[src/rtl/sram_arb_pkg.sv]
// Shared types and constants for the two-requester sram arbiter.
package sram_arb_pkg;

   typedef enum logic [1:0] {
      IDLE   = 2'd0,
      ACCESS = 2'd1,
      DONE   = 2'd2
   } state_t;

   typedef logic req_id_t;

   localparam logic [31:0] RDATA_TIMEOUT = 32'h0;

endpackage

[src/rtl/sram_arbiter_rr_arb2.sv]
// Two-way round-robin pick: on contention the requester that did not win last time is chosen.
module rr_arb2
   import sram_arb_pkg::*;
(
   input  logic [1:0] req_i,
   input  req_id_t    last_grant_i,
   output req_id_t    grant_id_o,
   output logic       grant_valid_o
);

   always_comb begin
      grant_valid_o = |req_i;
      if (req_i == 2'b11) begin
         grant_id_o = ~last_grant_i;
      end else begin
         grant_id_o = req_i[1];
      end
   end

endmodule

[src/rtl/sram_arbiter.sv]
// Shares one single-port sram between a CPU (m0) and a loader (m1), one access at a time,
// masking the stale sram_ready seen after each access and bounding hung accesses.
module sram_arbiter
   import sram_arb_pkg::*;
#(
   parameter int ADDRWIDTH = 13,
   parameter int TIMEOUT   = 16
) (
   input  logic                 clk,
   input  logic                 reset,
   input  logic                 m0_valid,
   input  logic [31:0]          m0_addr,
   input  logic [31:0]          m0_wdata,
   input  logic [3:0]           m0_wstrb,
   output logic                 m0_ready,
   output logic [31:0]          m0_rdata,
   input  logic                 m1_valid,
   input  logic [31:0]          m1_addr,
   input  logic [31:0]          m1_wdata,
   input  logic [3:0]           m1_wstrb,
   output logic                 m1_ready,
   output logic [31:0]          m1_rdata,
   output logic                 sram_sel,
   output logic [ADDRWIDTH-1:0] sram_addr,
   output logic [31:0]          sram_wdata,
   output logic [3:0]           sram_wstrb,
   input  logic                 sram_ready,
   input  logic [31:0]          sram_rdata,
   output logic                 err,
   output state_t               dbg_state_o
);

   localparam int CW = $clog2(TIMEOUT);
   localparam logic [CW-1:0] CNT_LAST = CW'(TIMEOUT - 1);

   state_t               state_q;
   req_id_t              last_grant_q, id_q;
   logic [CW-1:0]        cnt_q;
   logic                 sel_q, err_q;
   logic [ADDRWIDTH-1:0] addr_q;
   logic [31:0]          wdata_q;
   logic [3:0]           wstrb_q;
   logic                 m0_ready_q, m1_ready_q;
   logic [31:0]          m0_rdata_q, m1_rdata_q;

   req_id_t              grant_id;
   logic                 grant_valid;
   logic [ADDRWIDTH-1:0] addr_d;
   logic [31:0]          wdata_d, rdata_d;
   logic [3:0]           wstrb_d;
   logic                 unused_addr_bits;

   // Address bits outside the sram word window alias and are intentionally dropped.
   assign unused_addr_bits = ^{m0_addr[31:ADDRWIDTH], m0_addr[1:0],
                               m1_addr[31:ADDRWIDTH], m1_addr[1:0]};

   rr_arb2 u_rr_arb2 (
      .req_i         ({m1_valid, m0_valid}),
      .last_grant_i  (last_grant_q),
      .grant_id_o    (grant_id),
      .grant_valid_o (grant_valid)
   );

   always_comb begin
      addr_d  = grant_id ? {m1_addr[ADDRWIDTH-1:2], 2'b00} : {m0_addr[ADDRWIDTH-1:2], 2'b00};
      wdata_d = grant_id ? m1_wdata : m0_wdata;
      wstrb_d = grant_id ? m1_wstrb : m0_wstrb;
      // Writes return zero; a timed-out access returns the timeout pattern.
      if (!sram_ready) begin
         rdata_d = RDATA_TIMEOUT;
      end else if (wstrb_q == 4'b0000) begin
         rdata_d = sram_rdata;
      end else begin
         rdata_d = 32'h0;
      end
   end

   always_ff @(posedge clk) begin
      if (reset) begin
         state_q      <= IDLE;
         last_grant_q <= 1'b1;
         id_q         <= 1'b0;
         cnt_q        <= '0;
         sel_q        <= 1'b0;
         addr_q       <= '0;
         wdata_q      <= '0;
         wstrb_q      <= '0;
         m0_ready_q   <= 1'b0;
         m1_ready_q   <= 1'b0;
         m0_rdata_q   <= '0;
         m1_rdata_q   <= '0;
         err_q        <= 1'b0;
      end else begin
         case (state_q)
            IDLE: begin
               if (grant_valid) begin
                  state_q      <= ACCESS;
                  last_grant_q <= grant_id;
                  id_q         <= grant_id;
                  addr_q       <= addr_d;
                  wdata_q      <= wdata_d;
                  wstrb_q      <= wstrb_d;
                  sel_q        <= 1'b1;
                  cnt_q        <= '0;
               end
            end
            ACCESS: begin
               if (sram_ready || (cnt_q == CNT_LAST)) begin
                  state_q <= DONE;
                  sel_q   <= 1'b0;
                  err_q   <= ~sram_ready;
                  if (id_q) begin
                     m1_ready_q <= 1'b1;
                     m1_rdata_q <= rdata_d;
                  end else begin
                     m0_ready_q <= 1'b1;
                     m0_rdata_q <= rdata_d;
                  end
               end else begin
                  cnt_q <= cnt_q + 1'b1;
               end
            end
            DONE: begin
               // sram_ready here echoes the ACCESS strobe and is deliberately ignored.
               state_q    <= IDLE;
               m0_ready_q <= 1'b0;
               m1_ready_q <= 1'b0;
               m0_rdata_q <= '0;
               m1_rdata_q <= '0;
               err_q      <= 1'b0;
            end
            default: state_q <= IDLE;
         endcase
      end
   end

   assign sram_sel    = sel_q;
   assign sram_addr   = addr_q;
   assign sram_wdata  = wdata_q;
   assign sram_wstrb  = wstrb_q;
   assign m0_ready    = m0_ready_q;
   assign m0_rdata    = m0_rdata_q;
   assign m1_ready    = m1_ready_q;
   assign m1_rdata    = m1_rdata_q;
   assign err         = err_q;
   assign dbg_state_o = state_q;

endmodule

[config.mk]
export PLATFORM = sky130hd
export DESIGN_NAME = sram_arbiter
export DESIGN_NICKNAME = d
export VERILOG_FILES = /design/src/rtl/sram_arb_pkg.sv /design/src/rtl/sram_arbiter_rr_arb2.sv /design/src/rtl/sram_arbiter.sv
export SDC_FILE = /design/constraint.sdc
export NUM_CORES = 1
export LEC_CHECK = 0
export CORE_ASPECT_RATIO = 0.8
export CORE_MARGIN = 2
export CORE_UTILIZATION = 36
export CTS_CLUSTER_DIAMETER = 150
export CTS_CLUSTER_SIZE = 24
export DETAILED_ROUTE_END_ITERATION = 8
export DONT_BUFFER_PORTS = 1
export GPL_ROUTABILITY_DRIVEN = 0
export SYNTH_ARGS = -nofsm -noshare
export SYNTH_HDL_FRONTEND = slang
export SYNTH_SLANG_ARGS = --single-unit
[constraint.sdc]
create_clock -name clk -period 1.7 [get_ports clk]
set_input_delay 0.34 -clock clk [delete_from_list [all_inputs] [get_ports clk]]
set_output_delay 0.34 -clock clk [all_outputs]
set_load 0.02 [all_outputs]
==> results.sh <==
export IMPL_post_dp_cell_area_um2=5630
export IMPL_first_iter_violations=243
export IMPL_dieArea_um2=16000
export IMPL_synth_edf_count=0
export IMPL_min_period_ps=1600
export IMPL_synthAdderAreaFrac=0.00232
export IMPL_fin_crit_sh=0.943
export IMPL_clock_skew_ps=7.14
export IMPL_vdd_ir_drop_max_v=0.000597
export IMPL_cts_root_buf="clkbuf_16"
export IMPL_stdcell_area_um2=6310
export IMPL_fin_tns_setup_ps=0
export IMPL_area_delta_synth_final_pct=17.0
export IMPL_cap_violations=0
export IMPL_rows=39
export IMPL_grt_pass1_vias=4171
export IMPL_hp_class="in -> reg"
export IMPL_cts_num_sinks=123
export IMPL_dp_final_hpwl_um=9810
export IMPL_clk_pin_slew_worst_paths_ps=50
export IMPL_cts_tree="yes"
export IMPL_async_flop_share=0
export IMPL_grt_max_degree=56
export IMPL_min_path_cells=1
export IMPL_cp_required_ps=2020
export IMPL_synth_cell_types=37
export IMPL_clockBufferDepth=2
export IMPL_hp_start="reset"
export IMPL_slew_violations=0
export IMPL_numPortBuffers=0
export IMPL_ys_flop_type="dfxtp_1"
export IMPL_crit_arrival_ps=1930
export IMPL_hold_path_end="m0_ready$_SDFFE_PP0P_"
export IMPL_avgSynthCellArea_um2=10.1
export IMPL_synth_compound_area_frac=0.140
export IMPL_n_fill_cell=1381
export IMPL_layout_drive_gt1_share=0.121
export IMPL_synth_xor_area_frac=0
export IMPL_worst_setup_path_type="reg -> reg"
export IMPL_drc=0
export IMPL_dr_total_vias=4179
export IMPL_antenna_found_initial=0
export IMPL_final_nets=694
export IMPL_numCtsBuffers=17
export IMPL_ys_warn_count=0
export IMPL_regArea_um2=2460
export IMPL_ys_ff_latch=123
export IMPL_antennaDiodeCount=0
export IMPL_r2r_slack_ps=100
export IMPL_reg2reg_depth=6
export IMPL_routed_wl_um=15100
export IMPL_via_per_inst=5.84
export IMPL_hold_viol=0
export IMPL_fmax_mhz=624
export IMPL_initial_core_util=0.373
export IMPL_firstDrtPassIters=5
export IMPL_avgRoutedWirePerCell_um=21.1
export IMPL_endpoint_kind="flip-flop"
export IMPL_multi_input_area_um2=2710
export IMPL_cts_htree_levels=4
export IMPL_p_leak_nw=2.39
export IMPL_worstReg2RegEnd="m0_rdata[13]$_SDFFE_PP0P_"
export IMPL_muxShareOfSynthArea=0.206
export IMPL_grt_pass1_wl_um=22900
export IMPL_ios=292
export IMPL_die_x_um=141
export IMPL_coreArea_um2=14400
export IMPL_rsz0062_at_grt="no"
export IMPL_netlist_instances=534
export IMPL_ys_seq_area_frac=0.457
export IMPL_yosys_area_share_simple=0.142
export IMPL_status="finished clean"
export IMPL_grt_ovfl_total=0
export IMPL_r2r_start="cnt_q[0]$_SDFFE_PP0P_"
export IMPL_synth_top_family_by_area="multiplexers"
export IMPL_power_density_nw_per_um2=1230
export IMPL_setup_viol=0
export IMPL_clk_latency_ps=400
export IMPL_netlist_area_um2=5390
export IMPL_critPathMaxFanout=16
export IMPL_start_kind="flip-flop"
export IMPL_die_y_um=113
export IMPL_postRouteAntennaNets=0
export IMPL_grt_use_total=0.181
sequential cells by signal (all words and copies together) (netlist names):
register,count
sram_sel,1
m0_ready,1
m1_ready,1
dbg_state_o,2
m0_rdata,32
id_q,1
cnt_q,4
m1_rdata,32
sram_wdata,32
sram_wstrb,4
sram_addr,11
last_grant_q,1
err,1
Yosys cell counts (2+ instances only):
cell | instances | area [µm²]
dfxtp_1 | 123 | 2460
mux2i_1 | 111 | 1110
a21oi_1 | 52 | 260
a211oi_1 | 48 | 360
nand3b_1 | 36 | 270
nand4_1 | 32 | 200
clkbuf_1 | 28 | 105
nand2_1 | 25 | 93.8
buf_2 | 20 | 100
nand2b_1 | 11 | 68.8
nor2_1 | 6 | 22.5
buf_4 | 4 | 30.0
buf_6 | 4 | 45.0
nand3_1 | 4 | 20.0
a31oi_1 | 3 | 18.8
o221ai_1 | 3 | 26.3
a31o_2 | 2 | 17.5
and3_1 | 2 | 12.5
or2_2 | 2 | 12.5
critical path: stages, from the launching register on:
cell	delay, ps
dfxtp_1	370
ha_4	190
a31oi_2	140
o31ai_4	270
buf_4	160
buf_12	170
mux2i_1	220
worst max-delay path by stage:
stage / endpoint / from / slack (ps)
after floorplan: m0_rdata[0]$_SDFFE_PP0P_ / cnt_q[0]$_SDFFE_PP0P_ / 180
after global placement: m0_rdata[21]$_SDFFE_PP0P_ / cnt_q[1]$_SDFFE_PP0P_ / 110
after detailed placement: m0_rdata[2]$_SDFFE_PP0P_ / cnt_q[1]$_SDFFE_PP0P_ / 30
after CTS: m0_rdata[20]$_SDFFE_PP0P_ / cnt_q[1]$_SDFFE_PP0P_ / 30
after global routing: m0_rdata[20]$_SDFFE_PP0P_ / cnt_q[0]$_SDFFE_PP0P_ / 10
final: m0_rdata[13]$_SDFFE_PP0P_ / cnt_q[0]$_SDFFE_PP0P_ / 100
layer usage:
metal / up-vias / global-route usage / wire (µm)
met3: 10 / 0.0647 / 1060
met5: - / 0 / 0
met1: 2036 / 0.227 / 6610
met4: 0 / 0.0633 / 130
met2: 164 / 0.293 / 7270
li1: 1969 / - / -
cells in the final DEF, fill, tap and decap left out, drive strengths merged, types with 2 or more instances in the layout:
master | Yosys | final
a211oi | 48 | 48
bufinv | 0 | 2
a21oi | 52 | 52
conb | 1 | 2
nand3b | 36 | 36
a31o | 2 | 2
clkinv | 0 | 3
dfxtp | 123 | 123
nand4 | 32 | 32
clkbuf | 28 | 24
nor2 | 6 | 6
and3 | 2 | 2
nand3 | 5 | 5
a31oi | 3 | 3
buf | 28 | 20
nand2 | 25 | 25
clkinvlp | 0 | 2
or2 | 2 | 2
o221ai | 3 | 3
nand2b | 11 | 11
mux2i | 111 | 111
kinds of logic after synthesis:
| kind of cell | count (synthesis) |
|---|---|
| muxes | 111 |
| buffers and inverters | 57 |
| and+or+nand+nor | 126 |
| AOI/OAI and AO/OA | 115 |
| other | 1 |
| DFF | 123 |
| adders and majority gates | 1 |
report_power, final:
group	switching, W	internal, W	leakage [nW]
registers	0.000322	0.00305	1.01
clock network	0.00123	0.00229	0.281
logic	0.000504	0.000383	1.11
per-stage QoR:
stage	total power (W)	cells	hold slack [ps]	util	worst slack (ps)
after floorplan	0.00404	535	474	-	184
after global placement	0.00423	679	421	0.390	114
after detailed placement	0.00426	679	423	0.390	33.0
after CTS	0.00783	711	23.9	0.432	26.9
after global routing	0.00809	715	29.1	0.437	13.4
final	0.00778	715	65.9	0.437	96.8
final cells by class:
type / count / share of cell area
Clock inverter: 7 / 0.0143
Multi-Input combinational cell: 355 / 0.429
Timing Repair Buffer: 22 / 0.0518
Clock buffer: 23 / 0.0774
Sequential cell: 123 / 0.391
Tap cell: 184 / 0.0365
Inverter: 1 / 0.000595
timing repair:
item                                   CTS  global route
hold buffers                             2             0
endpoints found under the hold margin   55             0
setup buffers                            0             2
gates resized for setup                  0             4
setup endpoints to repair                0            32
Note: power is estimated with default switching activity, not from simulation.
==> variant, RTL diff (config.mk and constraints unchanged) <==
Change the parameter `ADDRWIDTH` from 13 to 14.
--- a/src/rtl/sram_arbiter.sv
+++ b/src/rtl/sram_arbiter.sv
@@ -5,3 +5,3 @@
 #(
-   parameter int ADDRWIDTH = 13,
+   parameter int ADDRWIDTH = 14,
    parameter int TIMEOUT   = 16
Ports: changed (resized sram_addr); port bits go from 292 to 293. No check against the original RTL was run, so the function may have changed too.
==> variant against the original RTL <==
Synthesized area is 2.0% higher; highest routed layer unchanged; final area up 0.48%; power is 1.6% lower; clock power fell by 3%; critical path type unchanged; sequential cell count rose by 1; sequential share of layout area up 0.11 points; critical endpoint is now m1_rdata[8]; fmax is 0.91% lower; cell count rose by 1.1%; worst hold slack worse by 12 ps; routed wire length up 0.27%; setup slack worse by 15 ps.
==> variant: results (changes against the original RTL) <==
Synthesis
  – Synth warnings: 0 (unchanged)
  – Top cells by count, synth: dfxtp_1 (124), mux2i_1 (112), a21oi_1 (56)
  – Async SR Flop Fraction: 0% (unchanged)
  – Ys flop type: dfxtp_1
  – Post-synthesis sequential area ratio: 45.1% (-0.52 points)
  – Synth area leaders: dfxtp_1 (45%), mux2i_1 (20%), a211oi_1 (6.6%)
  – Cell variety after synth: 32 (-14%)

Status
  – Status: completed

GRT
  – Pin count of the biggest net entering global routing: 72 (+29%)
  – Vias in the first global route: 4243 (+1.7%)
  – Initial antenna violation count: 0 (unchanged)
  – First-pass GRT wire length: 22800 µm (-0.42%)
  – Gr ovfl total: 0 (unchanged)
  – Total track usage: 18.0% (-0.14 points)

Drt
  – Detailed Routing Iterations Pass 1: 4 (-1)
  – Drt wl/cell: 20.9 µm (-0.84%)
  – Avg Vias per Cell: 5.80 (-0.73%)
  – Initial DRC Count: 331 (+36%)

Critical path
  – Top Family by Delay on Critical Path: buffers and inverters
  – Slowest stage cell, crit path: dfxtp_1
  – RR Endpoint: m1_rdata[8]
  – CP Max Fanout: 16 (unchanged)
  – R2r worst-path depth: 6 (unchanged)
  – Reg2Reg Setup Slack: 80 ps
  – Crit path largest cell delay: 330 ps (-40 ps)
  – Reg2Reg Launch Point: cnt_q[0]

Final layout
  – Layout cells sized above 1: 10.1% (-1.9 points)
  – Ant. Diodes: 0 (unchanged)
  – Fill cell count: 1437 (+4.1%)
  – Final net count: 697 (+0.43%)

STA
  – Clock Skew: 8.35 ps (+1.21 ps)
  – Worst Tran Pin Value: 910 ps

Hold path
  – Hold path depth: 1 (unchanged)
  – Hold WC Path Type: input pin to flip-flop
  – Hold Path Sink: sram_wdata[9]
  – Hold path start: reset

Placed design
  – Post-DP HPWL: 9690 µm (-1.2%)
  – Pre-CTS setup slack: 65.5 ps (+32.4 ps)
  – Buffers on Ports: 0 (unchanged)

Clock tree
  – CTS buffer count: 17 (unchanged)
  – Worst-path clk slew: 50 ps (about the same)
  – Clk root buf: clkbuf_16
  – Clk Latency, worst-skew pair: 410 ps
  – H-tree depth: 4 (unchanged)
  – CTS Buffer Depth: 2 (unchanged)

Pwr
  – Leakage power: 0.00257 µW (+7.2%)
  – Peak VDD IR: 0.688 mV (+15%)
  – Psw: 2040 µW (-0.44%)
[variant: cell types whose count changed after synthesis, moves of 2 or more]
| cell | unedited run | this run |
|---|---|---|
| nand2b_1 | 11 | 34 |
| nand2_1 | 25 | 5 |
| a21oi_1 | 52 | 56 |
| buf_4 | 4 | 8 |
| clkbuf_1 | 28 | 32 |
| buf_2 | 20 | 17 |
| a31o_2 | 2 | 0 |
| or3_1 | 1 | 3 |
[variant: worst reg2reg max path, delay by kind of cell, from the launching register on]
kind                       cells  cell delay (ps)
buffers and inverters          2              340
AOI/OAI and AO/OA              1              240
and+or+nand+nor                1              200
muxes                          1              200
DFF                            1              330
adders and majority gates      1              230
[variant: stage by stage]
step                      util (%)  hold WS [ps]  power [µW]  instance area (µm²)  std cells
after floorplan                  -           471        4080                 5500        545
after global placement        37.9           421        4250                 5670        687
after detailed placement      37.9           422        4270                 5670        687
after CTS                     41.8          2.15        7730                 6250        719
after global routing          42.4          7.53        7980                 6340        723
final                         42.4          54.3        7650                 6340        723
[variant: layout make-up]
type | count | area (µm²) | area share (%)
multi-input cells | 360 | 2760 | 43.5
clock buffers | 22 | 454 | 7.17
flip-flops and latches | 124 | 2480 | 39.2
well taps | 189 | 236 | 3.73
clock inverters | 8 | 95.1 | 1.50
repair buffers | 20 | 315 | 4.97
[variant: how the worst max path moves through the flow]
stage / cells past startpoint / start / endpoint / slack, ps
global placement: 5 / cnt_q[0] / m1_rdata[17] / 130
detailed placement: 5 / cnt_q[0] / m1_rdata[12] / 70
floorplan: 6 / cnt_q[0] / m1_rdata[2] / 140
global route: 6 / cnt_q[0] / m1_rdata[0] / 20
finish: 6 / cnt_q[0] / m1_rdata[8] / 80
CTS: 5 / cnt_q[0] / m1_rdata[17] / 50
[variant: cell families (layout without fill, tap and decap cells)]
family,after synthesis,after routing,synth area share [%]
AOI/OAI and AO/OA,117,117,13.5
other,1,2,0.0682
buffers and inverters,61,50,5.64
DFF,124,124,45.1
and+or+nand+nor,128,128,15.1
muxes,112,112,20.4
adders and majority gates,1,1,0.227
[variant: power groups by stage]
stage / Combinational (µW) / Sequential, µW / Clock, µW
floorplan: 664 / 3420 / 0
CTS: 839 / 3400 / 3490
detailed placement: 813 / 3460 / 0
global route: 929 / 3420 / 3630
global placement: 787 / 3460 / 0
finish: 847 / 3400 / 3410
[variant: routing by layer]
layer / wire (µm) / GRT usage, % / vias up
met5: 0 / 0 / -
met4: 144 / 5.07 / 0
met3: 1220 / 6.98 / 12
met2: 7600 / 31.0 / 172
met1: 6150 / 20.9 / 2036
li1: - / - / 1975
[variant: what timing repair did]
action                                  4_1_cts  5_1_grt
endpoints found under the hold margin        55        1
setup buffers                                 0        1
hold buffers                                  2        1
endpoints found under the setup margin        0        7
resized for setup                             0        1
